<file path="src/rtl/ttm4_fetch_unit_if.sv">
// Fetch-unit bus: ROM fetch port, decoder-facing IR fields and decoder sequencing controls.
// The fetch unit is the master; the ROM/decoder/run-control side is the slave.
interface ttm4_fetch_unit_if #(
    parameter int unsigned PC_W      = 8,
    parameter int unsigned STK_DEPTH = 4
);
    localparam int unsigned SP_W = $clog2(STK_DEPTH) + 1;

    logic            RUN;
    logic [PC_W-1:0] ROM_ADDR;
    logic            ROM_RD;
    logic [15:0]     ROM_DATA;
    logic            ROM_VALID;
    logic [4:0]      OP;
    logic [2:0]      LR;
    logic [2:0]      SR;
    logic [4:0]      IMM;
    logic            INSTR_VALID;
    logic            nPC_LD;
    logic [PC_W-1:0] JMP_ADDR;
    logic            SKIP;
    logic            SPC;
    logic            SP_D_nU;
    logic [PC_W-1:0] PC;
    logic [SP_W-1:0] SP;
    logic            STK_ERR;

    modport master (
        input  RUN, ROM_DATA, ROM_VALID, nPC_LD, JMP_ADDR, SKIP, SPC, SP_D_nU,
        output ROM_ADDR, ROM_RD, OP, LR, SR, IMM, INSTR_VALID, PC, SP, STK_ERR
    );

    modport slave (
        output RUN, ROM_DATA, ROM_VALID, nPC_LD, JMP_ADDR, SKIP, SPC, SP_D_nU,
        input  ROM_ADDR, ROM_RD, OP, LR, SR, IMM, INSTR_VALID, PC, SP, STK_ERR
    );
endinterface

</file>
<file path="src/rtl/ttm4_fetch_unit.sv">
// TTM4 instruction fetch / program sequencer: PC, return-address stack, IR,
// and the IDLE/FETCH/EXEC control loop feeding the decoder.
module ttm4_fetch_unit #(
    parameter int unsigned PC_W      = 8,
    parameter int unsigned STK_DEPTH = 4
) (
    input  logic                 CLK,
    input  logic                 nRST,
    ttm4_fetch_unit_if.master    bus
);
    localparam int unsigned SP_W  = $clog2(STK_DEPTH) + 1;
    localparam int unsigned IDX_W = $clog2(STK_DEPTH);

    typedef enum logic [1:0] {
        S_IDLE  = 2'd0,
        S_FETCH = 2'd1,
        S_EXEC  = 2'd2
    } state_e;

    state_e          state_q, state_d;
    logic [PC_W-1:0] pc_q, pc_d;
    logic [SP_W-1:0] sp_q, sp_d;
    logic [15:0]     ir_q, ir_d;
    logic            err_q, err_d;
    logic            rom_rd_q, rom_rd_d;
    logic            instr_valid_q, instr_valid_d;

    logic [PC_W-1:0] stack_q [STK_DEPTH];
    logic            push_c;
    logic [PC_W-1:0] pc_inc1_c, pc_inc2_c;
    logic [IDX_W-1:0] push_idx_c, pop_idx_c;
    logic            sp_full_c;

    assign pc_inc1_c  = pc_q + PC_W'(1);
    assign pc_inc2_c  = pc_q + PC_W'(2);
    assign push_idx_c = IDX_W'(sp_q);
    assign pop_idx_c  = IDX_W'(sp_q - SP_W'(1));
    assign sp_full_c  = (sp_q == SP_W'(STK_DEPTH));

    // State and architectural registers
    always_ff @(posedge CLK or negedge nRST) begin
        if (!nRST) begin
            state_q       <= S_IDLE;
            pc_q          <= '0;
            sp_q          <= '0;
            ir_q          <= '0;
            err_q         <= 1'b0;
            rom_rd_q      <= 1'b0;
            instr_valid_q <= 1'b0;
        end else begin
            state_q       <= state_d;
            pc_q          <= pc_d;
            sp_q          <= sp_d;
            ir_q          <= ir_d;
            err_q         <= err_d;
            rom_rd_q      <= rom_rd_d;
            instr_valid_q <= instr_valid_d;
        end
    end

    // Return stack storage; contents are don't-care after reset
    always_ff @(posedge CLK) begin
        if (push_c) begin
            stack_q[push_idx_c] <= pc_inc1_c;
        end
    end

    // Next-state, IR capture and next-PC selection
    always_comb begin
        state_d = state_q;
        pc_d    = pc_q;
        sp_d    = sp_q;
        ir_d    = ir_q;
        err_d   = err_q;
        push_c  = 1'b0;

        unique case (state_q)
            S_IDLE: begin
                if (bus.RUN) state_d = S_FETCH;
            end
            S_FETCH: begin
                if (bus.ROM_VALID) begin
                    ir_d    = bus.ROM_DATA;
                    state_d = S_EXEC;
                end
            end
            S_EXEC: begin
                state_d = bus.RUN ? S_FETCH : S_IDLE;
                // Pop outranks jump; a push only rides along with a taken jump
                if (bus.SPC && bus.SP_D_nU) begin
                    if (sp_q != '0) begin
                        pc_d = stack_q[pop_idx_c];
                        sp_d = sp_q - SP_W'(1);
                    end else begin
                        err_d = 1'b1;
                        pc_d  = pc_inc1_c;
                    end
                end else if (!bus.nPC_LD) begin
                    pc_d = bus.JMP_ADDR;
                    if (bus.SPC) begin
                        if (sp_full_c) begin
                            err_d = 1'b1;
                        end else begin
                            push_c = 1'b1;
                            sp_d   = sp_q + SP_W'(1);
                        end
                    end
                end else if (bus.SKIP) begin
                    pc_d = pc_inc2_c;
                end else begin
                    pc_d = pc_inc1_c;
                end
            end
            default: state_d = S_IDLE;
        endcase

        rom_rd_d      = (state_d == S_FETCH);
        instr_valid_d = (state_d == S_EXEC);
    end

    assign bus.ROM_ADDR    = pc_q;
    assign bus.PC          = pc_q;
    assign bus.ROM_RD      = rom_rd_q;
    assign bus.INSTR_VALID = instr_valid_q;
    assign bus.OP          = ir_q[15:11];
    assign bus.LR          = ir_q[10:8];
    assign bus.SR          = ir_q[7:5];
    assign bus.IMM         = ir_q[4:0];
    assign bus.SP          = sp_q;
    assign bus.STK_ERR     = err_q;
endmodule

</file>
<file path="src/flat_wrapper.sv">
// flat-port wrapper written by rule: the top's interface ports become plain ports
module ttm4_fetch_unit_flat 
#(
    parameter int unsigned PC_W      = 8,
    parameter int unsigned STK_DEPTH = 4
)
  (CLK, nRST, bus_RUN, bus_ROM_DATA, bus_ROM_VALID, bus_nPC_LD, bus_JMP_ADDR, bus_SKIP, bus_SPC, bus_SP_D_nU, bus_ROM_ADDR, bus_ROM_RD, bus_OP, bus_LR, bus_SR, bus_IMM, bus_INSTR_VALID, bus_PC, bus_SP, bus_STK_ERR);
  ttm4_fetch_unit_if #(.PC_W(PC_W), .STK_DEPTH(STK_DEPTH)) bus_i ();
  input  logic CLK;
  input  logic nRST;
  input wire logic [$bits(bus_i.RUN)-1:0] bus_RUN;
  input wire logic [$bits(bus_i.ROM_DATA)-1:0] bus_ROM_DATA;
  input wire logic [$bits(bus_i.ROM_VALID)-1:0] bus_ROM_VALID;
  input wire logic [$bits(bus_i.nPC_LD)-1:0] bus_nPC_LD;
  input wire logic [$bits(bus_i.JMP_ADDR)-1:0] bus_JMP_ADDR;
  input wire logic [$bits(bus_i.SKIP)-1:0] bus_SKIP;
  input wire logic [$bits(bus_i.SPC)-1:0] bus_SPC;
  input wire logic [$bits(bus_i.SP_D_nU)-1:0] bus_SP_D_nU;
  output wire logic [$bits(bus_i.ROM_ADDR)-1:0] bus_ROM_ADDR;
  output wire logic [$bits(bus_i.ROM_RD)-1:0] bus_ROM_RD;
  output wire logic [$bits(bus_i.OP)-1:0] bus_OP;
  output wire logic [$bits(bus_i.LR)-1:0] bus_LR;
  output wire logic [$bits(bus_i.SR)-1:0] bus_SR;
  output wire logic [$bits(bus_i.IMM)-1:0] bus_IMM;
  output wire logic [$bits(bus_i.INSTR_VALID)-1:0] bus_INSTR_VALID;
  output wire logic [$bits(bus_i.PC)-1:0] bus_PC;
  output wire logic [$bits(bus_i.SP)-1:0] bus_SP;
  output wire logic [$bits(bus_i.STK_ERR)-1:0] bus_STK_ERR;
  assign bus_i.RUN = bus_RUN;
  assign bus_i.ROM_DATA = bus_ROM_DATA;
  assign bus_i.ROM_VALID = bus_ROM_VALID;
  assign bus_i.nPC_LD = bus_nPC_LD;
  assign bus_i.JMP_ADDR = bus_JMP_ADDR;
  assign bus_i.SKIP = bus_SKIP;
  assign bus_i.SPC = bus_SPC;
  assign bus_i.SP_D_nU = bus_SP_D_nU;
  assign bus_ROM_ADDR = bus_i.ROM_ADDR;
  assign bus_ROM_RD = bus_i.ROM_RD;
  assign bus_OP = bus_i.OP;
  assign bus_LR = bus_i.LR;
  assign bus_SR = bus_i.SR;
  assign bus_IMM = bus_i.IMM;
  assign bus_INSTR_VALID = bus_i.INSTR_VALID;
  assign bus_PC = bus_i.PC;
  assign bus_SP = bus_i.SP;
  assign bus_STK_ERR = bus_i.STK_ERR;
  ttm4_fetch_unit #(.PC_W(PC_W), .STK_DEPTH(STK_DEPTH)) u_core (.CLK(CLK), .nRST(nRST), .bus(bus_i));
endmodule
</file>
<file path="config.mk">
export PLATFORM = sky130hd
export DESIGN_NAME = ttm4_fetch_unit_flat
export DESIGN_NICKNAME = d
export VERILOG_FILES = /design/src/rtl/ttm4_fetch_unit_if.sv /design/src/rtl/ttm4_fetch_unit.sv /design/src/flat_wrapper.sv
export SDC_FILE = /design/constraint.sdc
export NUM_CORES = 1
export LEC_CHECK = 0
export CAP_MARGIN = 20
export CORE_UTILIZATION = 40
export CTS_CLUSTER_DIAMETER = 30
export CTS_CLUSTER_SIZE = 25
export DETAILED_ROUTE_END_ITERATION = 8
export PLACE_DENSITY_LB_ADDON = 0.12
export SYNTH_ARGS = -nofsm -noshare
export SYNTH_HDL_FRONTEND = slang
export SYNTH_SLANG_ARGS = --single-unit
</file>
<file path="constraint.sdc">
create_clock -name CLK -period 1.9 [get_ports CLK]
set_input_delay 0.285 -clock CLK [delete_from_list [all_inputs] [get_ports CLK]]
set_output_delay 0.285 -clock CLK [all_outputs]
set_load 0.01 [all_outputs]
</file>
Word-level counts from Yosys, hierarchy flattened
Memory sizes are Yosys's and may differ from the RTL's.
Cells that the tools add are included.

operators by class
  $add $sub $neg = 4
  eq/ne operators = 9
  muxes and demuxes = 25
  reductions and logical operators = 8

operator list
  cell                                              count
  2-to-1 mux 8 bit                                  4
  2-to-1 mux 3 bit                                  5
  2-to-1 mux 1 bit                                  13
  AND reduction 5 bit                               2
  adder 8 x 1 -> 8 bit, second input constant       1
  adder 8 x 2 -> 8 bit, second input constant       1
  != test 2 bit, second input constant              3
  case mux 2 bit (3 select lines)                   1
  == test 2 x 1 -> 1 bit, second input constant     2
  == test 2 bit, second input constant              2
  2-to-1 mux 2 bit                                  2
  nonzero test 2 bit                                2
  adder 3 x 1 -> 3 bit, second input constant       1
  == test 3 bit, second input constant              1
  nonzero test 3 bit                                1
  subtractor 3 x 1 -> 3 bit, second input constant  1
  zero test 2 bit                                   1
  != test 2 x 1 -> 1 bit, second input constant     1
  AND reduction 2 bit                               1
  logical AND 1 bit                                 1

storage, ports and cells
  register bits after elaboration = 32
  RAM bits = 32
  input port bits = 32
  output and inout port bits = 38
  word-level logic and storage cells = 54
  memories kept = 1

memories
  name            depth  width  rd ports  clocked after memory_dff  wr ports  RTL line               source
  u_core.stack_q  4      8      1         0                         1         ttm4_fetch_unit.sv:28  logic [PC_W-1:0] stack_q [STK_DEPTH];

Longest topological paths before layout
Gate-level depths: netlist of the first run.

  depth in word-level cells = 8
  mapped depth = 9
  gate-level depth less buffers = 7

Worst setup path after synthesis of the first run
Ideal clock, no wire load.

  kind = register to register
  start point = reg u_core.sp_q[0] (netlist: u_core.bus.SP[0])
  end point = reg u_core.pc_q[3] (netlist: u_core.bus.PC[3])
  setup time = 122 ps
  arrival = 2037 ps
  slack = -259 ps
  stages on the path, launching flop included = 9
  path buffers = 2
  period minus slack after synthesis = 2159 ps
  path through = dfrtp_1 buf_4 inv_1 ha_1 clkbuf_1 mux4_2 nand2_1 nand3_1 a32o_1

on the way
  cells in the longest elaborated chain, start to end = 4
  elaborated cells on any way between the ends = 5
  classes of those cells = add/sub: 1; mux: 2; reduce/logical: 1; memory: 1

RTL lines
  element                    RTL line               source
  from (decl)                ttm4_fetch_unit.sv:22  logic [SP_W-1:0] sp_q, sp_d;
  from (signal assigned)     ttm4_fetch_unit.sv:53  sp_q <= sp_d;
  subtractor 3 x 1 -> 3 bit  ttm4_fetch_unit.sv:37  assign pop_idx_c = IDX_W'(sp_q - SP_W'(1));
  memory read (4 x 8 bit)    n/a
  2-to-1 mux 8 bit *         ttm4_fetch_unit.sv:91  if (sp_q != '0) begin
  2-to-1 mux 8 bit *         ttm4_fetch_unit.sv:90  if (bus.SPC && bus.SP_D_nU) begin
  to (signal assigned)       ttm4_fetch_unit.sv:52  pc_q <= pc_d;
  to (decl)                  ttm4_fetch_unit.sv:21  logic [PC_W-1:0] pc_q, pc_d;

Every way passes the cells marked *; elsewhere a longest branch is shown, timed or not.
A chain may end at the register's enable or synchronous reset.

Worst setup path after layout of the first run
  start point = reg u_core.pc_q[7] (netlist: u_core.bus.PC[7])
  end point = out bus_PC[7]

RTL lines
  element    RTL line            source
  to (decl)  flat_wrapper.sv:26  output wire logic [$bits(bus_i.PC)-1:0] bus_PC;

No word-level cell between the ends.

==> metrics.txt, run 1 <==
status=finished, final reports clean; crit path max fanout=8; Syn. warnings=0; proportion of synthesized area in mux cells=a little under a tenth; I/O pin count=70; PortBufs=69; clk_skew=11.4 ps; Area growth, synth to finish=34.9%; final hold violations=0; most common cell after layout, fill and taps aside=nand2_1; Distinct cells, synth=40; first-pass GRT wire length=about 12000 µm; worst-margin pin slew=approximately 480 ps; WP data arrival=approximately 1600 ps; H-Tree Depth=3; fin area=4190 µm²; DIE HEIGHT=roughly 90 µm; share of cells above drive strength 1=between 10% and 20%; critical path endpoint category=output pin; vias in the first global route=approximately 2300; Vias/cell=around 5.0; minimum clock period=approximately 1800 ps; total track usage=between 20% and 30%; area of the mapped netlist=around 3100 µm²; post-synth top area cell=edfxtp_1; slowest cell on the critical path=clkdlybuf4s50_1; clk root buf=clkbuf_8; hold crit path type=primary input to asynchronous set/reset pin; largest net degree at the start of global routing=33; Starting Density=42.1%; FFs w/ async S/R, synth=approximately 50%; Site Rows=31; Area contributors post-synth=edfxtp_1 (31%), dfrtp_1 (26%), nand2_1 (8.6%); Leak=1.72 nW; reg2reg end=u_core.bus.PC[1]; Clock Sinks=64; Cell Area, Placed=between 3000 and 4000 µm²; Core Area=approximately 7400 µm²; Worst R2R Setup Slack=between 100 and 150 ps; Max Buffers Root-to-Sink=2; CP cell instances=clkdlybuf4s50_1; PwrDens=1410 nW/µm²; Iter 0 DRT Violations=between 150 and 200; most common flop cell mapped by yosys=edfxtp_1; Skew-Pair Late Insertion Delay=340 ps; WS Path Type=flop to output pin; number of iterations in the first detailed-routing pass=4; post-CTS resize count=0; synthesized net count=310; Adder-Cell Fraction of Synth Area=under 10%; compound-gate portion of the synthesized area=under 10%; worst r2r src=u_core.bus.SP[1]; initial antenna violation count=0; Remaining DRCs=0; Tcrit/Tclk final=between 90% and 100%; wire per inst=16.2 µm; delay-heaviest family, CP=buffers and inverters; XOR/XNOR Fraction of Synth Area=3.10%; max incr delay on CP=620 ps; Seq cells post-synth=64; slew margin rel.=between 60% and 70%; Max-Cap Viols=0; GRT Residual Overflow=0; CTS tree=done; RSZ-0062 raised after global routing=no; critical path required time=1620 ps; peak supply drop=approximately 750 µV; final WL=~7400 µm; Worst-path clk slew=70 ps; CTS Buf Count=9; Die X=roughly 90 µm; setup tns final=0 ps; Fillers=around 640; WP buf/inv=1; Inst Count DP=around 440; Post-CTS Setup Bufs=0; commonest non-fill, non-tap cells in the layout=nand2_1 (71), clkdlybuf4s50_1 (69), edfxtp_1 (32); top cell type's share of synthesized area=between 30% and 40%; Antenna Nets Post-Route=0; Final Setup Violations=0; Post-synth EDFFs=32; gp weighted congestion=slightly below 0.8; Slew Limit Fails=0; Max Freq=about 0.54 GHz; DP Wirelength=5480 µm; sequential share of the synthesized area=between 50% and 60%; die area=between 8000 and 9000 µm²; R2R cell count=6; Mean Syn Cell Area=roughly 11 µm²; Vias=2304; nets=between 300 and 400; main combinational cell family by area after synthesis=simple AND/OR/NAND/NOR gates; simple-gate share of the synthesized area=~16%; Startpoint Class=flop; Post-Layout Cell Count=460; CTS Hold Bufs=0; Syn Inst Count=around 270; n_diodes=0
## metrics by stage
step	total power, mW	hold WS [ps]	utilization (%)	setup slack, ps
5_1_grt	6.26	379	56.8	2.43
4_1_cts	5.92	356	56.6	36.1
3_5_place_dp	4.77	461	54.1	38.8
3_3_place_gp	4.75	458	54.1	43.6
2_1_floorplan	3.64	-10.6	-	5.29
6_report	5.88	351	56.8	56.2
## synth_stat cells, drive strengths merged, types with 5 or more instances
library cell and instances:
a21oi 7, and2 5, buf 18, dfrtp 32, edfxtp 32, ha 7
inv 6, mux2i 8, mux4 8, nand2 71, nand2b 5, nor2 12
o21ai 7, xnor2 7
## sequential cells by signal, indices dropped and copies added (netlist names)
name,flops
u_core.bus.INSTR_VALID,1
u_core.bus.PC,8
u_core.bus.STK_ERR,1
u_core.stack_q,32
u_core.bus.ROM_RD,1
u_core.state_q,2
u_core.bus.SP,3
u_core.ir_q,16
## layout make-up
| type | instances | area (µm²) | share of cell area [%] |
|---|---|---|---|
| multi-input combinational | 178 | 1190 | 28.5 |
| tap | 99 | 124 | 2.96 |
| inverter | 7 | 26.3 | 0.627 |
| clock inverter | 6 | 60.1 | 1.43 |
| sequential | 64 | 1760 | 42.1 |
| clock buffer | 10 | 128 | 3.05 |
| timing repair buffer | 96 | 893 | 21.3 |
## metal layers
metal / vias up / global-route usage (%) / routed length [µm]
met4: 0 / 7.53 / 125
met3: 11 / 4.48 / 406
li1: 1106 / - / -
met1: 1106 / 27.4 / 3350
met5: - / 0 / 0
met2: 81 / 31.3 / 3550
## logic make-up (layout without fill, tap and decap cells)
family / count (synthesis) / after routing
AND/OR/NAND/NOR: 111 / 111
multiplexers: 19 / 19
buffers and inverters: 29 / 119
XOR/XNOR: 11 / 11
flip-flops: 64 / 64
adder cells (fa/ha/maj): 7 / 7
AO/OA/AOI/OAI: 30 / 30
## worst max path at each step
stage                      from                to  slack, ps  cells past startpoint
6_report       u_core.bus.PC[7]         bus_PC[7]         60                      1
5_1_grt        u_core.bus.PC[3]         bus_PC[3]          2                      2
4_1_cts        u_core.bus.PC[0]  u_core.bus.PC[4]         40                      5
3_5_place_dp   u_core.bus.PC[0]  u_core.bus.PC[4]         40                      5
3_3_place_gp   u_core.bus.PC[0]  u_core.bus.PC[4]         40                      5
2_1_floorplan  u_core.bus.SP[0]  u_core.bus.PC[3]          5                      8
## where the power goes
group | internal [mW] | switching (mW) | total, mW
Combinational | 1.41 | 1.26 | 2.68
Clock | 0.599 | 0.527 | 1.13
Sequential | 1.82 | 0.258 | 2.08
Total | 3.83 | 2.05 | 5.88
Note: power is estimated with default switching activity, not from simulation.
==> inputs of run 2 (changes only) <==
--- a/config.mk
+++ b/config.mk
@@ -6,6 +6,7 @@
 export NUM_CORES = 1
 export LEC_CHECK = 0
 export CAP_MARGIN = 20
+export CORE_MARGIN = 5
 export CORE_UTILIZATION = 40
 export CTS_CLUSTER_DIAMETER = 30
 export CTS_CLUSTER_SIZE = 25
==> run 2 against run 1 <==
Count of clock-buffer cells in the layout is 1 higher. Non-clock buffer count decreased by 1. Maximum frequency up 3.1%. Total power is 1.1% higher. Design area down 0.30%. Worst setup slack better by 56 ps. Combinational power increased by 3%. Critical path depth grew 1. Cell count increased by 0.43%. Flip-flop and latch count is the same.
==> metrics.txt, run 2 (synthesis results as in run 1) <==
Leak=~1.7 nW; die area=just under 10000 µm²; worst-margin pin slew=491 ps; Post-Route Hold Slack=around 350 ps; WS Path Type=flop to output pin; DR WL met2=between 3000 and 4000 µm; Startpoint Class=flop; DIE HEIGHT=98.1 µm; Area growth, synth to finish=34.4%; met3 wire len=~400 µm; PwrDens=1420 nW/µm²; GRT Residual Overflow=0; Worst-path clk slew=~80 ps; Skew-Pair Late Insertion Delay=between 300 and 400 ps; clk root buf=clkbuf_8; Slew Limit Fails=0; gp weighted congestion=about 0.89; most common cell after layout, fill and taps aside=nand2_1; Max Freq=~0.56 GHz; RSZ-0062 raised after global routing=no; Worst R2R Setup Slack=between 100 and 150 ps; Final Setup Violations=0; Clock Sinks=64; Iter 0 DRT Violations=158; initial antenna violation count=0; Core Area=7650 µm²; minimum clock period=1790 ps; Antenna Nets Post-Route=0; total track usage=16.2%; peak supply drop=609 µV; CTS tree=done; CTS Buf Count=9; max FFs per register=32; commonest non-fill, non-tap cells in the layout=nand2_1 (71), clkdlybuf4s50_1 (69), dfrtp_1 (32), edfxtp_1 (32), buf_4 (25); Vias=between 2000 and 2500; H-Tree Depth=3; final WL=approximately 7600 µm; I/O pin count=70; vias in the first global route=approximately 2300; WP data arrival=around 1500 ps; net switching power=2.07 mW; DP Wirelength=about 5500 µm; crit path max fanout=9; Gate power share=around 47%; final hold violations=0; setup tns final=0 ps; clk_skew=~8.4 ps; Post-CTS Setup Bufs=0; Max-Cap Viols=0; sequential share of power=around a third; share of cells above drive strength 1=between 15 and 20%; nets=around 390; Sw Share=34.9%; Clock power frac=19.2%; critical path endpoint category=output pin; Remaining DRCs=0; status=finished, final reports clean; slew margin rel.=67.1%; internal power=3.87 mW; Largest Register=u_core.stack_q; number of iterations in the first detailed-routing pass=4; Highest Signal Layer=met4; Vias/cell=4.98; largest net degree at the start of global routing=33; Starting Density=40.6%; critical path required time=between 1500 and 2000 ps; wire per inst=16.5 µm; Die X=approximately 98 µm; n_diodes=0; DRT met1 WL=roughly 3500 µm; final core utilization=a little over half; Max Buffers Root-to-Sink=2; hold crit path type=primary input to asynchronous set/reset pin; first-pass GRT wire length=between 10000 and 15000 µm; Tcrit/Tclk final=94.1%; Site Rows=32; PortBufs=around 70
-- run 2: stage by stage --
stage / area [µm²] / setup WS (ps) / cells / total power [mW]
after global placement: 3980 / 6.68 / 446 / 4.81
after detailed placement: 3980 / 28.9 / 446 / 4.83
after CTS: 4170 / 16.0 / 462 / 5.98
after global routing: 4180 / 22.9 / 462 / 6.31
final: 4180 / 112 / 462 / 5.95
after floorplan: 3120 / 5.29 / 271 / 3.64
-- run 2: critical path, cell delays in order, from the launching register on --
cell,delay [ps]
dfrtp_1,410
buf_4,200
clkdlybuf4s50_1,560
-- run 2: power groups by stage --
stage / Combinational (mW) / Sequential (mW) / Clock (mW)
floorplan: 1.48 / 2.16 / 0
global placement: 2.76 / 2.06 / 0
detailed placement: 2.77 / 2.06 / 0
CTS: 2.78 / 2.04 / 1.16
global route: 2.99 / 2.07 / 1.24
finish: 2.77 / 2.04 / 1.14
-- run 2: final cells by class --
| cell class | count | area [µm²] |
|---|---|---|
| clock inverters | 5 | 57.6 |
| clock buffers | 11 | 131 |
| repair buffers | 95 | 890 |
| inverters | 7 | 26.3 |
| flip-flops and latches | 64 | 1760 |
| fillers | 668 | 3470 |
| multi-input cells | 178 | 1180 |
| well taps | 102 | 128 |
-- run 2: layer usage --
| metal | GRT usage, % | vias to the layer above |
|---|---|---|
| met5 | 0 | - |
| met2 | 25.0 | 64 |
| met1 | 22.0 | 1124 |
| met4 | 5.75 | 0 |
| met3 | 4.36 | 6 |
| li1 | - | 1105 |
-- run 2: worst paths after layout --
path                             startpoint                  to  depth (start not counted)
min in group CLK           bus_ROM_DATA[13]     u_core.ir_q[13]                          3
setup reg to reg           u_core.bus.SP[0]    u_core.bus.PC[3]                          6
max in group asynchronous              nRST  u_core.bus.STK_ERR                          2
setup / recovery           u_core.bus.PC[0]           bus_PC[0]                          2
hold / removal                         nRST    u_core.bus.PC[6]                          2
hold reg to reg              u_core.ir_q[4]      u_core.ir_q[4]                          2
-- run 2: timing repair --
item | CTS | global route
endpoints found under the setup margin | 0 | 4
hold buffers | 0 | 0
resized for setup | 0 | 2
==> inputs of run 3 (changes only) <==
--- a/config.mk
+++ b/config.mk
@@ -12,6 +12,7 @@
 export CTS_CLUSTER_SIZE = 25
 export DETAILED_ROUTE_END_ITERATION = 8
 export PLACE_DENSITY_LB_ADDON = 0.12
+export REMOVE_ABC_BUFFERS = 1
 export SYNTH_ARGS = -nofsm -noshare
 export SYNTH_HDL_FRONTEND = slang
 export SYNTH_SLANG_ARGS = --single-unit
==> run 3 against run 2 <==
Routed wire length decreased by 3.6%. Highest routed layer unchanged. Combinational power decreased by 3%. Global-route usage decreased by 0.13 points. First-iteration DRC count decreased by 20%. Critical path depth decreased by 1. Total power decreased by 0.15%. Clock skew decreased by 0.64 ps. Via count increased by 0.13%. Maximum frequency decreased by 1.2%.
==> metrics.txt, run 3 (synthesis results as in run 1) <==
net switching power=approximately 2.1 mW; PortBufs=approximately 70; clk_skew=between 7 and 8 ps; Sw Share=a little over a third; RSZ-0062 raised after global routing=no; Worst R2R Setup Slack=around 160 ps; CP cell instances=clkdlybuf4s50_1; Clock Sinks=64; Starting Density=40.6%; Multi-input gate area=roughly 1200 µm²; final WL=around 7400 µm; setup tns final=0 ps; critical path required time=about 1600 ps; commonest non-fill, non-tap cells in the layout=nand2_1 (71), clkdlybuf4s50_1 (69), edfxtp_1 (32); CTS Buf Count=9; WS Path Type=flop to output pin; fin area=around 4300 µm²; Iter 0 DRT Violations=~130; R2R cell count=6; hold crit path type=primary input to asynchronous set/reset pin; largest net degree at the start of global routing=33; DIE HEIGHT=~98 µm; Core Area=between 7000 and 8000 µm²; Fillers=roughly 650; CTS tree=done; Max-Cap Viols=0; Storage cell area=around 1800 µm²; Startpoint Class=flop; PwrDens=1390 nW/µm²; share of cells above drive strength 1=approximately 18%; total track usage=between 10% and 20%; Max Freq=about 0.55 GHz; reg2reg end=u_core.bus.PC[3]; Leak=between 1.5 and 2 nW; peak supply drop=630 µV; Antenna Nets Post-Route=0; Site Rows=32; vias in the first global route=roughly 2400; sequential share of power=a little over a third; max FFs per register=32; n_diodes=0; critical path endpoint category=output pin; I/O pin count=70; Final Setup Violations=0; gp weighted congestion=0.810; CTS Hold Bufs=0; die area=approximately 9600 µm²; status=finished, final reports clean; Largest Register=u_core.stack_q; most common cell after layout, fill and taps aside=nand2_1; number of iterations in the first detailed-routing pass=4; initial antenna violation count=0; wire per inst=15.7 µm; clk root buf=clkbuf_8; internal power=a little under 4 mW; WP data arrival=about 1500 ps; final core utilization=a little under three fifths; worst r2r src=u_core.bus.SP[1]; DP Wirelength=between 5000 and 6000 µm; first-pass GRT wire length=about 12000 µm; GRT Residual Overflow=0; Cell Area, Placed=just over 4000 µm²; Post-Route Hold Slack=345 ps; slew margin rel.=roughly 70%; crit path max fanout=10; slowest cell on the critical path=clkdlybuf4s50_1; Vias/cell=just under 5; Vias=approximately 2300; H-Tree Depth=3; worst-margin pin slew=between 400 and 500 ps; final hold violations=0; minimum clock period=1810 ps; nets=about 400; max incr delay on CP=approximately 610 ps; Skew-Pair Late Insertion Delay=~340 ps; WP buf/inv=1; Remaining DRCs=0; Gate power share=45.3%; Area growth, synth to finish=37.8%; Die X=98.1 µm; delay-heaviest family, CP=buffers and inverters; Max Buffers Root-to-Sink=2; Worst-path clk slew=about 80 ps; Clock power frac=between 15 and 20%; Slew Limit Fails=0; Tcrit/Tclk final=between 90 and 100%
-- run 3: how the worst max path moves through the flow --
stage | endpoint | depth (start not counted) | startpoint
after floorplan | u_core.stack_q[0][0] | 5 | u_core.bus.SP[0]
after global placement | u_core.stack_q[1][6] | 6 | bus_nPC_LD
after detailed placement | u_core.stack_q[3][4] | 6 | bus_nPC_LD
after CTS | u_core.bus.PC[5] | 5 | u_core.bus.SP[1]
after global routing | bus_SP[0] | 2 | u_core.bus.SP[0]
final | bus_PC[3] | 1 | u_core.bus.PC[3]
-- run 3: what timing repair did --
item | CTS | global route
setup endpoints to repair | 0 | 6
resized for setup | 0 | 4
buffers inserted | 0 | 0
-- run 3: power by group through the flow --
stage	Clock, mW	Sequential, mW	Combinational [mW]
5_1_grt	1.29	2.11	2.93
3_5_place_dp	0	2.09	2.70
6_report	1.18	2.07	2.69
3_3_place_gp	0	2.09	2.69
4_1_cts	1.22	2.07	2.71
2_1_floorplan	0	2.29	1.07
-- run 3: per-layer routing --
layer	share of wire (%)	vias to the layer above	GRT usage (%)
li1	-	1124	-
met3	7.1	8	5.36
met1	45	1087	20.9
met2	46	83	25.0
met5	0	-	0
met4	1.7	0	5.96
-- run 3: cell type report --
| class | count | area share (%) |
|---|---|---|
| multi-input cells | 178 | 27.7 |
| inverters | 7 | 0.614 |
| clock inverters | 7 | 1.81 |
| clock buffers | 9 | 2.89 |
| well taps | 102 | 2.98 |
| flip-flops and latches | 64 | 41.2 |
| repair buffers | 102 | 22.8 |
-- run 3: stage by stage --
stage	worst slack [ps]	total power, mW	instances
4_1_cts	57.2	6.00	469
6_report	90.3	5.94	469
3_5_place_dp	26.7	4.79	453
2_1_floorplan	-307	3.37	249
3_3_place_gp	29.1	4.78	453
5_1_grt	9.34	6.34	469
